[src/rtl/door_lock_if.sv]
// Keypad/lock signal bundle between the debounce stages and the code-entry controller.
interface door_lock_if;
  logic [3:0] digit_p;
  logic       enter_p;
  logic       lock_p;
  logic       unlocked;
  logic       alarm;
  logic       err_p;
  logic [2:0] digit_cnt;

  modport master (
    output digit_p, enter_p, lock_p,
    input  unlocked, alarm, err_p, digit_cnt
  );

  modport slave (
    input  digit_p, enter_p, lock_p,
    output unlocked, alarm, err_p, digit_cnt
  );
endinterface

[src/rtl/door_lock_ctrl.sv]
// Door lock code-entry controller: collects 4 keypad digits, opens on the right code,
// and locks the keypad out for a fixed time after MAX_FAIL consecutive wrong codes.
module door_lock_ctrl #(
  parameter logic [7:0]  CODE          = 8'b00_01_10_11,
  parameter int unsigned UNLOCK_TICKS  = 950,
  parameter int unsigned MAX_FAIL      = 3,
  parameter int unsigned LOCKOUT_TICKS = 5700
) (
  input  logic        Clk190,
  input  logic        Reset,
  door_lock_if.slave  i_kp
);

  typedef enum logic [1:0] {IDLE = 2'd0, OPEN = 2'd1, LOCKOUT = 2'd2} state_t;

  localparam logic [2:0]  FAIL_MAX  = 3'(MAX_FAIL);
  localparam logic [15:0] OPEN_LOAD = 16'(UNLOCK_TICKS - 1);
  localparam logic [15:0] LOCK_LOAD = 16'(LOCKOUT_TICKS - 1);

  state_t      r_state,     w_state_nxt;
  logic [7:0]  r_entry,     w_entry_nxt;
  logic [2:0]  r_digit_cnt, w_digit_cnt_nxt;
  logic [2:0]  r_fail_cnt,  w_fail_cnt_nxt;
  logic [15:0] r_timer,     w_timer_nxt;
  logic        r_unlocked,  r_alarm, r_err, w_err_nxt;
  logic [2:0]  w_fail_inc;
  logic [1:0]  w_index;
  logic        w_onehot;

  always_comb begin
    w_onehot = $onehot(i_kp.digit_p);
    unique case (1'b1)
      i_kp.digit_p[1]: w_index = 2'd1;
      i_kp.digit_p[2]: w_index = 2'd2;
      i_kp.digit_p[3]: w_index = 2'd3;
      default:         w_index = 2'd0;
    endcase
  end

  always_comb begin
    w_state_nxt     = r_state;
    w_entry_nxt     = r_entry;
    w_digit_cnt_nxt = r_digit_cnt;
    w_fail_cnt_nxt  = r_fail_cnt;
    w_timer_nxt     = r_timer;
    w_err_nxt       = 1'b0;
    w_fail_inc      = (r_fail_cnt >= FAIL_MAX) ? r_fail_cnt : r_fail_cnt + 3'd1;

    unique case (r_state)
      IDLE: begin
        // enter outranks a digit pulse landing in the same cycle
        if (i_kp.enter_p) begin
          w_entry_nxt     = 8'd0;
          w_digit_cnt_nxt = 3'd0;
          if (r_digit_cnt == 3'd4 && r_entry == CODE) begin
            w_state_nxt    = OPEN;
            w_timer_nxt    = OPEN_LOAD;
            w_fail_cnt_nxt = 3'd0;
          end else begin
            w_err_nxt      = 1'b1;
            w_fail_cnt_nxt = w_fail_inc;
            if (w_fail_inc == FAIL_MAX) begin
              w_state_nxt = LOCKOUT;
              w_timer_nxt = LOCK_LOAD;
            end
          end
        end else if (i_kp.lock_p) begin
          w_entry_nxt     = 8'd0;
          w_digit_cnt_nxt = 3'd0;
        end else if (w_onehot && r_digit_cnt < 3'd4) begin
          w_entry_nxt     = {r_entry[5:0], w_index};
          w_digit_cnt_nxt = r_digit_cnt + 3'd1;
        end
      end
      OPEN: begin
        if (i_kp.lock_p || r_timer == 16'd0) begin
          w_state_nxt = IDLE;
          w_timer_nxt = 16'd0;
        end else begin
          w_timer_nxt = r_timer - 16'd1;
        end
      end
      LOCKOUT: begin
        if (r_timer == 16'd0) begin
          w_state_nxt    = IDLE;
          w_fail_cnt_nxt = 3'd0;
        end else begin
          w_timer_nxt = r_timer - 16'd1;
        end
      end
      default: begin
        w_state_nxt = IDLE;
        w_timer_nxt = 16'd0;
      end
    endcase
  end

  always_ff @(posedge Clk190 or posedge Reset) begin
    if (Reset) begin
      r_state     <= IDLE;
      r_entry     <= 8'd0;
      r_digit_cnt <= 3'd0;
      r_fail_cnt  <= 3'd0;
      r_timer     <= 16'd0;
      r_unlocked  <= 1'b0;
      r_alarm     <= 1'b0;
      r_err       <= 1'b0;
    end else begin
      r_state     <= w_state_nxt;
      r_entry     <= w_entry_nxt;
      r_digit_cnt <= w_digit_cnt_nxt;
      r_fail_cnt  <= w_fail_cnt_nxt;
      r_timer     <= w_timer_nxt;
      r_unlocked  <= (w_state_nxt == OPEN);
      r_alarm     <= (w_state_nxt == LOCKOUT);
      r_err       <= w_err_nxt;
    end
  end

  assign i_kp.unlocked  = r_unlocked;
  assign i_kp.alarm     = r_alarm;
  assign i_kp.err_p     = r_err;
  assign i_kp.digit_cnt = r_digit_cnt;

endmodule

[src/flat_wrapper.sv]
// flat-port wrapper written by rule: the top's interface ports become plain ports
module door_lock_ctrl_flat 
#(
  parameter logic [7:0]  CODE          = 8'b00_01_10_11,
  parameter int unsigned UNLOCK_TICKS  = 950,
  parameter int unsigned MAX_FAIL      = 3,
  parameter int unsigned LOCKOUT_TICKS = 5700
)
  (Clk190, Reset, i_kp_digit_p, i_kp_enter_p, i_kp_lock_p, i_kp_unlocked, i_kp_alarm, i_kp_err_p, i_kp_digit_cnt);
  door_lock_if i_kp_i ();
  input  logic Clk190;
  input  logic Reset;
  input wire logic [$bits(i_kp_i.digit_p)-1:0] i_kp_digit_p;
  input wire logic [$bits(i_kp_i.enter_p)-1:0] i_kp_enter_p;
  input wire logic [$bits(i_kp_i.lock_p)-1:0] i_kp_lock_p;
  output wire logic [$bits(i_kp_i.unlocked)-1:0] i_kp_unlocked;
  output wire logic [$bits(i_kp_i.alarm)-1:0] i_kp_alarm;
  output wire logic [$bits(i_kp_i.err_p)-1:0] i_kp_err_p;
  output wire logic [$bits(i_kp_i.digit_cnt)-1:0] i_kp_digit_cnt;
  assign i_kp_i.digit_p = i_kp_digit_p;
  assign i_kp_i.enter_p = i_kp_enter_p;
  assign i_kp_i.lock_p = i_kp_lock_p;
  assign i_kp_unlocked = i_kp_i.unlocked;
  assign i_kp_alarm = i_kp_i.alarm;
  assign i_kp_err_p = i_kp_i.err_p;
  assign i_kp_digit_cnt = i_kp_i.digit_cnt;
  door_lock_ctrl #(.CODE(CODE), .UNLOCK_TICKS(UNLOCK_TICKS), .MAX_FAIL(MAX_FAIL), .LOCKOUT_TICKS(LOCKOUT_TICKS)) u_core (.Clk190(Clk190), .Reset(Reset), .i_kp(i_kp_i));
endmodule
[config.mk]
export PLATFORM = sky130hd
export DESIGN_NAME = door_lock_ctrl_flat
export DESIGN_NICKNAME = d
export VERILOG_FILES = /design/src/rtl/door_lock_if.sv /design/src/rtl/door_lock_ctrl.sv /design/src/flat_wrapper.sv
export SDC_FILE = /design/constraint.sdc
export NUM_CORES = 1
export LEC_CHECK = 0
export CORE_ASPECT_RATIO = 1.75
export CORE_MARGIN = 8
export CORE_UTILIZATION = 35
export DETAILED_ROUTE_END_ITERATION = 10
export PLACE_DENSITY_LB_ADDON = 0.25
export SLEW_MARGIN = 40
export SYNTH_ARGS = -nofsm -noshare
export SYNTH_HDL_FRONTEND = slang
export SYNTH_SLANG_ARGS = --single-unit
[constraint.sdc]
create_clock -name Clk190 -period 2.7 [get_ports Clk190]
set_input_delay 0.405 -clock Clk190 [delete_from_list [all_inputs] [get_ports Clk190]]
set_output_delay 0.405 -clock Clk190 [all_outputs]
set_load 0.02 [all_outputs]
# Word-level counts from Yosys, hierarchy flattened
# Index checks and enable logic that the tools add are counted.
[word_totals]
regBits = 35
inputBits = 8
[op_classes]
addsub = 6
magnitude_cmp = 2
n_eq_ne = 12
muxes = 27
n_reduce_logical = 10
[ops]
columns = ["op", "n"]
rows = [
  ["16-bit two-way mux", 5],
  ["16-bit case mux with 3 select lines", 1],
  ["8-bit two-way mux", 3],
  ["3-bit two-way mux", 7],
  ["16-bit zero test", 1],
  ["16-bit by 1-bit subtractor with 16-bit output (second input constant)", 1],
  ["2-bit case mux with 3 select lines", 2],
  ["2-bit two-way mux", 5],
  ["8-bit by 5-bit equality test with 1-bit output (second input constant)", 1],
  ["3-bit by 1-bit adder with 3-bit output (second input constant)", 2],
  ["3-bit case mux with 2 select lines", 1],
  ["3-bit AND reduction", 2],
  ["1-bit by 1-bit adder with 2-bit output", 2],
  ["2-bit by 1-bit equality test with 1-bit output (second input constant)", 2],
  ["2-bit equality test (second input constant)", 2],
  ["2-bit inequality test (second input constant)", 2],
  ["3-bit adder", 1],
  ["3-bit by 1-bit equality test with 1-bit output (second input constant)", 1],
  ["3-bit by 2-bit equality test with 1-bit output (second input constant)", 1],
  ["3-bit equality test (second input constant)", 1],
  ["3-bit by 2-bit >= comparator with 1-bit output (second input constant)", 1],
  ["3-bit less-than comparator (second input constant)", 1],
  ["1-bit two-way mux", 3],
  ["3-bit by 1-bit inequality test with 1-bit output (second input constant)", 1],
  ["7 further kinds", 8],
]

# Logic depth before layout (Yosys ltp)
# Gate-level depths: netlist of run 1.
[depth]
ltp_word = 8
depth_mapped = 9
depth_no_buf = 9

# Worst setup path after synthesis of run 1
# Ideal clock, no wire load.
[synth_timing]
path_kind = "input -> register"
start = "in i_kp_digit_p[2]"
end = "reg u_core.r_digit_cnt[1], in the netlist u_core.i_kp.digit_cnt[1]"
setup_time_ns = 0.066
t_arrival_ns = 2.180
path_slack_ns = 0.454
path_stages = 8
n_path_buf = 1
path_cell_list = "inv_1 -> ha_1 -> ha_1 -> fa_1 -> nor4_2 -> and2_1 -> clkbuf_1 -> a22o_1"
[synth_via]
elab_chain_cells = 6
[synth_lines]
columns = ["item", "line", "text"]
rows = [
  ["start, declared", "flat_wrapper.sv:13", "input wire logic [$bits(i_kp_i.digit_p)-1:0] i_kp_digit_p;"],
  ["1-bit by 1-bit adder with 2-bit output (not written as such)", "door_lock_ctrl.sv:31", "w_onehot = $onehot(i_kp.digit_p);"],
  ["3-bit adder (not written as such)", "door_lock_ctrl.sv:31", ""],
  ["3-bit by 1-bit equality test with 1-bit output", "door_lock_ctrl.sv:31", ""],
  ["1-bit logical AND", "door_lock_ctrl.sv:70", "end else if (w_onehot && r_digit_cnt < 3'd4) begin"],
  ["3-bit nonzero test (no source line)", "n/a", ""],
  ["2-bit AND reduction (no source line)", "n/a", ""],
  ["end signal, assigned", "door_lock_ctrl.sv:111", "r_digit_cnt <= w_digit_cnt_nxt;"],
  ["end, declared", "door_lock_ctrl.sv:22", "logic [2:0] r_digit_cnt, w_digit_cnt_nxt;"],
]
# Every way passes these cells.
# A chain may end at the register's enable or synchronous reset.

# Final worst setup path of run 1
[layout_timing]
start = "in i_kp_digit_p[2]"
end = "reg u_core.r_entry[3]"
[layout_via]
elab_chain_cells = 6
[layout_lines]
columns = ["item", "line", "text"]
rows = [
  ["1-bit by 1-bit adder with 2-bit output (not written as such)", "door_lock_ctrl.sv:31", ""],
  ["3-bit adder (not written as such)", "door_lock_ctrl.sv:31", ""],
  ["3-bit by 1-bit equality test with 1-bit output", "door_lock_ctrl.sv:31", ""],
  ["1-bit logical AND", "door_lock_ctrl.sv:70", ""],
  ["3-bit nonzero test (no source line)", "n/a", ""],
  ["2-bit AND reduction (no source line)", "n/a", ""],
  ["end signal, assigned", "door_lock_ctrl.sv:110", "r_entry <= w_entry_nxt;"],
  ["end, declared", "door_lock_ctrl.sv:21", "logic [7:0] r_entry, w_entry_nxt;"],
]
# Every way passes these cells.

==> results of run 1 <==
## area by class of cell
cell class / count / area [um^2] / area share
clock inverters: 2 / 35.0 / 0.0134
repair buffers: 25 / 220 / 0.0843
flip-flops and latches: 35 / 876 / 0.335
inverters: 12 / 45.0 / 0.0172
clock buffers: 6 / 82.6 / 0.0316
multi-input cells: 174 / 1250 / 0.480
well taps: 80 / 100 / 0.0383
## kinds of logic after synthesis
logic type / Yosys count / share of synthesized area
AO/OA/AOI/OAI: 72 / 0.237
XOR/XNOR: 1 / 0.00390
adder cells (fa/ha/maj): 11 / 0.0646
buffers and inverters: 24 / 0.0523
flip-flops: 35 / 0.390
multiplexers: 1 / 0.00668
AND/OR/NAND/NOR: 89 / 0.247
## worst max-delay path, cell delays in order
cell and delay (ps):
clkdlybuf4s50_1 480, inv_1 50, ha_1 290, ha_1 190, fa_1 440, nor4_2 330, nor2_1 230, a22o_1 280
## per-layer routing
metal,vias up,wire length [um],GRT usage
met5,-,0,0
met4,0,303,0.108
met3,20,157,0.0170
met2,48,3140,0.247
met1,925,2260,0.127
li1,915,-,-
## worst paths after layout
path | from | endpoint | slack, ps | cells past startpoint
worst max-delay path | i_kp_digit_p[2] | u_core.r_entry[3] | 170 | 8
worst min-delay path | Reset | u_core.r_timer[10] | 510 | 3
worst max register to register | u_core.r_fail_cnt[0] | u_core.r_timer[12] | 290 | 7
worst min register to register | u_core.r_state[0] | u_core.r_state[1] | 510 | 1
max in group asynchronous | Reset | u_core.r_timer[0] | 1880 | 3
min in group Clk190 | u_core.r_state[0] | u_core.r_state[1] | 510 | 1
## synth_stat cells, drive strengths merged (3+ instances only)
master	instances	area share
nor2b	3	0.0083
nor2	23	0.046
nand2b	3	0.0083
clkbuf	4	0.0067
inv	12	0.020
nand2	14	0.023
o21ai	10	0.022
or3	6	0.017
dfrtp	35	0.39
nand3	3	0.0067
ha	10	0.056
and2	4	0.011
buf	8	0.026
o2bb2ai	8	0.031
nand3b	4	0.019
nor3	8	0.018
nor4	8	0.041
o22ai	8	0.025
a22o	8	0.031
a21oi	13	0.031
## through the flow
step | utilization | setup TNS, ps | cell area, um^2
global route | 0.420 | 0 | 2610
finish | 0.420 | 0 | 2610
floorplan | - | 0 | 2250
detailed placement | 0.401 | -1180 | 2500
CTS | 0.420 | 0 | 2610
global placement | 0.401 | -278 | 2500
## registers in the layout, indices dropped and copies added, names as in the netlist
name and flops:
u_core.r_timer 16, u_core.r_entry 8, u_core.i_kp.digit_cnt 3, u_core.r_fail_cnt 3, u_core.r_state 2, u_core.i_kp.alarm 1, u_core.i_kp.err_p 1, u_core.i_kp.unlocked 1
## where the power goes
part / internal, uW / leakage (uW) / switching, uW / total [uW]
logic: 26.2 / 0.000600 / 29.7 / 55.9
clock network: 299 / 0.0000612 / 207 / 506
registers: 528 / 0.000418 / 4.91 / 533
total: 853 / 0.00108 / 242 / 1090
==> flow_summary.ini, run 1 <==
[logic_synthesis]
syn_inst = 233
ys_ff_latch = 35
synthArstFlopShare = 1.00
syn_area_um2 = 2250
synth-main-ff-cell = dfrtp_1
synth_edf_count = 0
ys_seq_area_frac = 0.390
synth.distinct_cells = 61
postSynthAreaPerCell_um2 = 9.65
ys_warn_count = 0
synth_nets = 252

[clocking]
cts_inserted_buffers = 5
clkSinkCount = 35
clockBufferDepth = 2
cts-hold-fix-buffers = 0
postCtsSetupRepairBufs = 0
worstSkewPairLatency_ps = 300
ctsResizeCount = 0
tritoncts = built
clk_pin_slew_ps = 70
h-tree-depth = 2
cts_root_buf = clkbuf_8

[placement]
dp_cells = 326
port_buffers = 13
place.gp.congestion = 0.894
post-place-ws_ps = -143
hpwl_mm = 4.36

[sta]
hold_slack_ps = 509
max_slew_margin = 0.451
post-route-period-util = 0.936
skew_ps = 4.93
worstMarginPinSlew_ps = 817
fmax_mhz = 396
hold_viol_final = 0
finalSetupViolCount = 0
rsz0062_at_grt = false
min_period_ps = 2530
layout_setup_ws_ps = 174
slew_violations = 0

[grt]
grt_pass1_wl_mm = 9.82
grt-ovfl-total = 0
antenna_found_initial = 0
grt_pass1_vias = 2046
grt_max_degree = 36
grt.total_usage = 0.132

[min_path]
hold_class = in -> async

[job]
drv_cap = 0

[setup_path]
start_kind = input pin
critical_path_class = in -> reg
cp.arrival_ps = 2710
critPathRequiredTime_ps = 2880
cp_max_fo = 10
crit_path_end_kind = flip-flop

[detailed_routing]
postRouteWirelength_mm = 5.85
via_per_inst = 5.71
first_pass_iters = 4
drtIter0Drc = 93
via_count = 1908
avgRoutedWirePerCell_um = 17.5
drc = 0
ant_nets = 0

[power_and_ir_drop]
finalPower_uw = 1090
powerDensity_nw_per_um2 = 419
ir_drop_mv = 0.278
p_leak_uw = 0.00108

[status]
status = finished clean

[floorplanning]
ioPinCount = 14
rows = 38
die_x_um = 76.6
die_y_um = 122
initial_core_util = 0.361
design.core.area_um2 = 6230
die_area_um2 = 9350

[finish]
drive_gt1_frac = 0.122
instances_no_fill = 334
nets = 272
n_fill_cell = 619
final_cell_mix = dfrtp_1, nor2_1, nand2_1, clkdlybuf4s50_1
n_antenna_cell = 0
syn_to_final_growth_pct = 16.2
layout_commonest_cell = dfrtp_1
Note: power is estimated with default switching activity, not from simulation.
==> inputs of run 2 (changes only) <==
- CORE_UTILIZATION: 35 -> 55
- CTS_CLUSTER_SIZE: unset -> 25
- clock period: 2.7 -> 3.05 ns (I/O delays scaled with it)
==> run 2 against run 1 <==
Flip-flop and latch count is the same. Final cell count down 12%. Clock power down 14%. Non-clock buffer count fell by 8.
==> flow_summary.ini, run 2 (synthesis gave the netlist of run 1 again) <==
[placement]
place.gp.congestion = 0.918
hpwl_mm = 4.26
port_buffers = 13
post-place-ws_ps = 81.2

[floorplanning]
die_x_um = 64.3
design.core.area_um2 = 4030
ioPinCount = 14
rows = 31
die_area_um2 = 6470
die_y_um = 101
initial_core_util = 0.557

[clocking]
clk_pin_slew_ps = 70
tritoncts = built
ctsResizeCount = 0
h-tree-depth = 2
worstSkewPairLatency_ps = 290
cts-hold-fix-buffers = 0
clockBufferDepth = 2
postCtsSetupRepairBufs = 0
cts_inserted_buffers = 5
cts_root_buf = clkbuf_8
clkSinkCount = 35

[detailed_routing]
via_count = 1902
first_pass_iters = 4
drtIter0Drc = 71
avgRoutedWirePerCell_um = 19.1
ant_nets = 0
postRouteWirelength_mm = 5.64
via_per_inst = 6.45
drc = 0

[status]
status = finished clean

[finish]
largest-register = u_core.r_timer
drive_gt1_frac = 0.0935
largestRegisters = u_core.r_timer (16), u_core.r_entry (8)
final_cell_mix = dfrtp_1, nor2_1, nand2_1, clkdlybuf4s50_1
largest_reg_flops = 16
n_antenna_cell = 0
syn_to_final_growth_pct = 11.9
nets = 264
layout_commonest_cell = dfrtp_1

[setup_path]
critPathRequiredTime_ps = 3230
start_kind = flip-flop
slowest_delay_ps = 530
critical_path_class = reg -> reg
cp_max_fo = 8
crit_path_end_kind = flip-flop
cpLargestDelayFamily = simple AND/OR/NAND/NOR gates
cp.arrival_ps = 2850
path_cells = inv_1 > ha_1 > nor4b_1 > nand4_1 > and2_1 > nor2_8 > mux2_4
crit_path_top_delay_cell = nor4b_1
critPathBufInv = 1

[grt]
antenna_found_initial = 0
grt_max_degree = 19
grt_pass1_vias = 2044
grt_pass1_wl_mm = 9.80
grt-ovfl-total = 0
grt.total_usage = 0.189

[sta]
rsz0062_at_grt = false
post-route-period-util = 0.877
finalSetupViolCount = 0
max_slew_margin = 0.483
slew_violations = 0
layout_setup_ws_ps = 374
min_period_ps = 2680
worstMarginPinSlew_ps = 771
skew_ps = 4.30
hold_viol_final = 0
setup_tns_ps = 0
fmax_mhz = 374

[min_path]
hold_class = reg -> reg

[power_and_ir_drop]
internal_power_uw = 755
ir_drop_mv = 0.365
powerDensity_nw_per_um2 = 381
swShare = 0.212
combPwrFrac = 0.052
power_switching_uw = 203
p_leak_uw = 0.00104
seqPwrFrac = 0.492
clock_power_share = 0.456

[job]
drv_cap = 0
==> run 2: cell types whose count changed in the layout (fill, tap and decap cells not counted), sizes merged <==
| cell | before | now |
|---|---|---|
| buf | 12 | 4 |
==> run 2: final cells by class <==
type	count	area [um^2]
well taps	49	61.3
flip-flops and latches	35	876
inverters	12	45.0
clock buffers	6	82.6
repair buffers	17	160
fillers	377	1520
clock inverters	2	35.0
multi-input cells	174	1250
==> run 2: per-stage QoR <==
step	power, uW	instances	util	hold WS, ps	area [um^2]
2_1_floorplan	507	233	-	465	2250
3_3_place_gp	529	287	0.594	486	2400
3_5_place_dp	532	287	0.594	492	2400
4_1_cts	969	295	0.623	511	2510
5_1_grt	986	295	0.623	546	2510
6_report	958	295	0.623	506	2510
==> run 2: worst register-to-register path, cell delays in order (launching register included) <==
cell and delay, ps:
dfrtp_1 430, inv_1 110, ha_1 190, nor4b_1 530
nand4_1 330, and2_1 410, nor2_8 250, mux2_4 320
==> run 2: routing by layer <==
metal  global-route usage  vias to the layer above  wire length [um]  part of all wire
met5                    0                        -                 0                 0
met4                0.108                        0               153             0.027
met3               0.0334                       15               198             0.035
met2                0.345                       56              3160              0.56
met1                0.194                      930              2130              0.38
li1                     -                      901                 -                 -
==> run 2: power by group through the flow <==
stage	combinational, uW	sequential, uW	clock, uW
after floorplan	26.9	481	0
after global placement	48.6	480	0
after detailed placement	51.4	481	0
after CTS	51.7	471	446
after global routing	57.8	472	456
final	49.8	472	437
==> run 2: final timing paths <==
kind | from | endpoint | slack [ps] | cells past startpoint
min reg2reg | u_core.r_entry[7] | u_core.r_entry[7] | 510 | 1
max | u_core.r_timer[0] | u_core.r_timer[0] | 370 | 7
min | u_core.r_entry[7] | u_core.r_entry[7] | 510 | 1
max in group asynchronous | Reset | u_core.r_timer[1] | 1730 | 3
max reg2reg | u_core.r_timer[0] | u_core.r_timer[0] | 370 | 7
min in group asynchronous | Reset | u_core.r_entry[6] | 600 | 2
==> edit 1: new RTL, flow settings as in run 1 <==
Re-encode `state_t` (3 states) as one-hot, 3 bits wide.
--- a/src/rtl/door_lock_ctrl.sv
+++ b/src/rtl/door_lock_ctrl.sv
@@ -11,7 +11,7 @@
   door_lock_if.slave  i_kp
 );
 
-  typedef enum logic [1:0] {IDLE = 2'd0, OPEN = 2'd1, LOCKOUT = 2'd2} state_t;
+  typedef enum logic [2:0] {IDLE = 3'b001, OPEN = 3'b010, LOCKOUT = 3'b100} state_t;
 
   localparam logic [2:0]  FAIL_MAX  = 3'(MAX_FAIL);
   localparam logic [15:0] OPEN_LOAD = 16'(UNLOCK_TICKS - 1);
Check against the original RTL: same outputs for any inputs over 10 cycles, from zero or initial values and one cycle with Reset high; not proved beyond that.
==> edit 1 against run 1 <==
Worst setup slack lost 0.042 ns; critical endpoint is now u_core.r_timer[13]$_DFFE_PP0P_; critical path depth grew 2; sequential cell count grew 1; wire length shrank 11%; sequential share of layout area grew 1.6 points; non-clock buffer count grew 10; synthesized area shrank 6.1%; first-iteration DRC count grew 69%; count of clock-buffer cells in the layout grew 2; design area shrank 1.6%; maximum frequency shrank 1.6%; synthesized cell count shrank 5.6%.
Power is not compared: it rests on default switching activity, and its combinational part moved more than twofold at a synthesized area within 25%.
==> edit 1: results (changes against run 1) <==
[status]
status=finished clean

[global_route]
grt_usage=0.1356  ; +0.003330
grt_first_pass_wirelength_mm=9.418  ; -4.1%
use_met2=0.2281  ; -0.01856
grtUsageMet1=0.1549  ; +0.02747
grt_pass1_vias=1925  ; -5.9%

[synthesis]
synthXorXnorAreaFrac=0.004147  ; +0.0002515
synthMuxAreaShare=0  ; -0.006678
synth_compound_area_frac=0.2358  ; -0.0007233
synth_fa_ha_area_frac=0.06280  ; -0.001756
ys_top_cells_by_area=dfrtp_1 (41%), ha_1 (5.3%), a22o_1 (4.6%), a21oi_1 (4.3%), nor2_1 (4.1%)
synth_cell_types=51  ; -16%
synth-seq-area-share=0.4271  ; +0.03759
synthTopCellsByCount=dfrtp_1 (35), nor2_1 (23), a21oi_1 (18), inv_1 (16), nor3_1 (14)

[setup_path]
r2r_cells=10  ; +3
cp_slowest_cell=o311ai_1
r2r_slack_ns=0.13  ; -0.16 ns
worstPathArrival_ns=2.74  ; +0.03 ns
worstSetupPathType=reg -> reg
cp_top_family=compound AO/OA/AOI/OAI gates
worstPathMaxFanout=4  ; -6

[routing]
vias=1783  ; -6.6%
met2_length_mm=2.842  ; -9.4%
wl_per_cell_um=15.60  ; -11%
drt_iter0_drc=157  ; +69%
wl_met1_mm=2.045  ; -9.4%
wl_met3_um=139  ; -11%

[sta]
fin_skew_ns=0.009044  ; +0.004114 ns
relSlewSlack=0.6146  ; +0.1633

[power]
p_leak_uw=0.001157

[worst_hold_path]
min_path_type=in -> async

[place]
dp_hpwl_mm=3.925  ; -10%

[final_layout]
fillers=593  ; -4.2%

[edit 1: cell count changes after synthesis, moves of 3 or more]
cell,delta
a22o_1,+3
o21ai_0,+5
inv_1,+4
a21oi_1,+6
nand3b_1,-3
or3_1,-4
nor3_1,+6
[edit 1: final cells by class]
type                    instances  area share
clock buffers                   8     0.03504
inverters                      16     0.02336
multi-input cells             160      0.4331
flip-flops and latches         36      0.3509
well taps                      78     0.03796
repair buffers                 35      0.1197
[edit 1: stage by stage]
step | TNS [ns] | area (um2) | instances | worst slack [ns] | total power, uW
3_5_place_dp | -1.006 | 2471 | 325 | -0.1336 | 1780
4_1_cts | 0 | 2561 | 333 | 0.05589 | 2188
3_3_place_gp | -0.4372 | 2471 | 325 | -0.05919 | 1775
5_1_grt | 0 | 2571 | 333 | 0.02175 | 2356
2_1_floorplan | 0 | 2112 | 220 | 0.3027 | 1402
6_report | 0 | 2571 | 333 | 0.1319 | 2180
==> edit 2: new RTL, settings of run 1 <==
Without the edit above. `UNLOCK_TICKS` is set to 950 in 2 places; all go to 712.
--- a/src/rtl/door_lock_ctrl.sv
+++ b/src/rtl/door_lock_ctrl.sv
@@ -2,7 +2,7 @@
 // and locks the keypad out for a fixed time after MAX_FAIL consecutive wrong codes.
 module door_lock_ctrl #(
   parameter logic [7:0]  CODE          = 8'b00_01_10_11,
-  parameter int unsigned UNLOCK_TICKS  = 950,
+  parameter int unsigned UNLOCK_TICKS  = 712,
   parameter int unsigned MAX_FAIL      = 3,
   parameter int unsigned LOCKOUT_TICKS = 5700
 ) (
--- a/src/flat_wrapper.sv
+++ b/src/flat_wrapper.sv
@@ -2,7 +2,7 @@
 module door_lock_ctrl_flat 
 #(
   parameter logic [7:0]  CODE          = 8'b00_01_10_11,
-  parameter int unsigned UNLOCK_TICKS  = 950,
+  parameter int unsigned UNLOCK_TICKS  = 712,
   parameter int unsigned MAX_FAIL      = 3,
   parameter int unsigned LOCKOUT_TICKS = 5700
 )
Function: same outputs for any inputs over 10 cycles, from zero or initial values and one cycle with Reset high; that may be too few to reach the edited logic, so the function may still have changed.
==> edit 2 against run 1 <==
Non-clock buffer count up 5; wire length shrank 7.7%; design area decreased by 2.8%; sequential cell count is the same; synthesized area shrank 4.8%; critical path type unchanged; cell count did not move; worst setup slack worse by 0.031 ns.
Power is not compared: it rests on default switching activity, and its combinational part moved more than twofold at a synthesized area within 25%.
==> edit 2: results (changes against run 1) <==
[final_layout]
seq_share=0.3447  ; +0.009569
n_all_inverters=14  ; +2
nClkBuffers=7  ; +1
buffers=30  ; +20%
drive_above_1_share=0.1289  ; +0.006859
comb.multi_input.count=169  ; -2.9%
buffer_area_frac=0.1014  ; +0.01718
seq_cells=35  ; unchanged
fillers=598  ; -3.4%
clk_share=0.03200  ; -0.01299

[synthesis]
synth_cell_types=55  ; -9.8%
synth_fa_ha_area_frac=0.06780  ; +0.003245
synthTopCellsByCount=dfrtp_1 (35), nor2_1 (17), inv_1 (14), nand2_1 (13), o21ai_0 (12)
netlist_instances=225  ; -3.4%
ys_top_cells_by_area=dfrtp_1 (41%), ha_1 (5.8%), a22o_1 (3.3%), nor2_1 (3.0%), o21ai_0 (2.8%)
syn_avg_cell_area_um2=9.515  ; -1.4%

[status]
status=finished clean

[setup_path]
r2r_slack_ns=0.20  ; -0.09 ns

[routing]
avgViaCountPerCell=5.629  ; -1.5%
met2_length_mm=3.066  ; -2.3%
drt_iter0_drc=100  ; +7.5%
wl_met1_mm=1.995  ; -12%
wl_met3_um=204  ; +30%

[place]
place_area_um2=2460  ; -1.5%
dp_hpwl_mm=4.158  ; -4.7%

[sta]
fin_skew_ns=0.004169  ; -0.0007608 ns
whs_ns=0.5063  ; -0.002324 ns

[global_route]
grtUsageMet1=0.1412  ; +0.01376
grt_usage=0.1340  ; +0.001768
grt_pass1_vias=1969  ; -3.8%

[clock_tree]
worstSkewPairLatency_ns=0.28  ; -0.02 ns

==> edit 2: cell count changes after synthesis, sizes merged, moves of 5 or more <==
cell            run 1  this run
o32ai               0         5
o22ai               8         2
buf                 8         3
nor2               23        18
o2bb2ai             8         1
==> edit 2: path summary, 6_finish.rpt <==
path                                                             end  depth (start not counted)
worst min-delay path                   u_core.r_timer[8]$_DFFE_PP0P_                          3
worst min register to register         u_core.r_entry[6]$_DFFE_PP0P_                          1
min in group Clk190                    u_core.r_entry[6]$_DFFE_PP0P_                          1
worst max register to register         u_core.r_timer[8]$_DFFE_PP0P_                          7
worst max-delay path                   u_core.r_entry[7]$_DFFE_PP0P_                          8
max in group asynchronous       u_core.i_kp.digit_cnt[2]$_DFFE_PP0P_                          3
==> edit 2: cell families after synthesis <==
kind of cell | Yosys count
flip-flops | 35
adder cells (fa/ha/maj) | 11
XOR/XNOR | 1
multiplexers | 1
AND/OR/NAND/NOR | 86
AO/OA/AOI/OAI | 70
buffers and inverters | 21
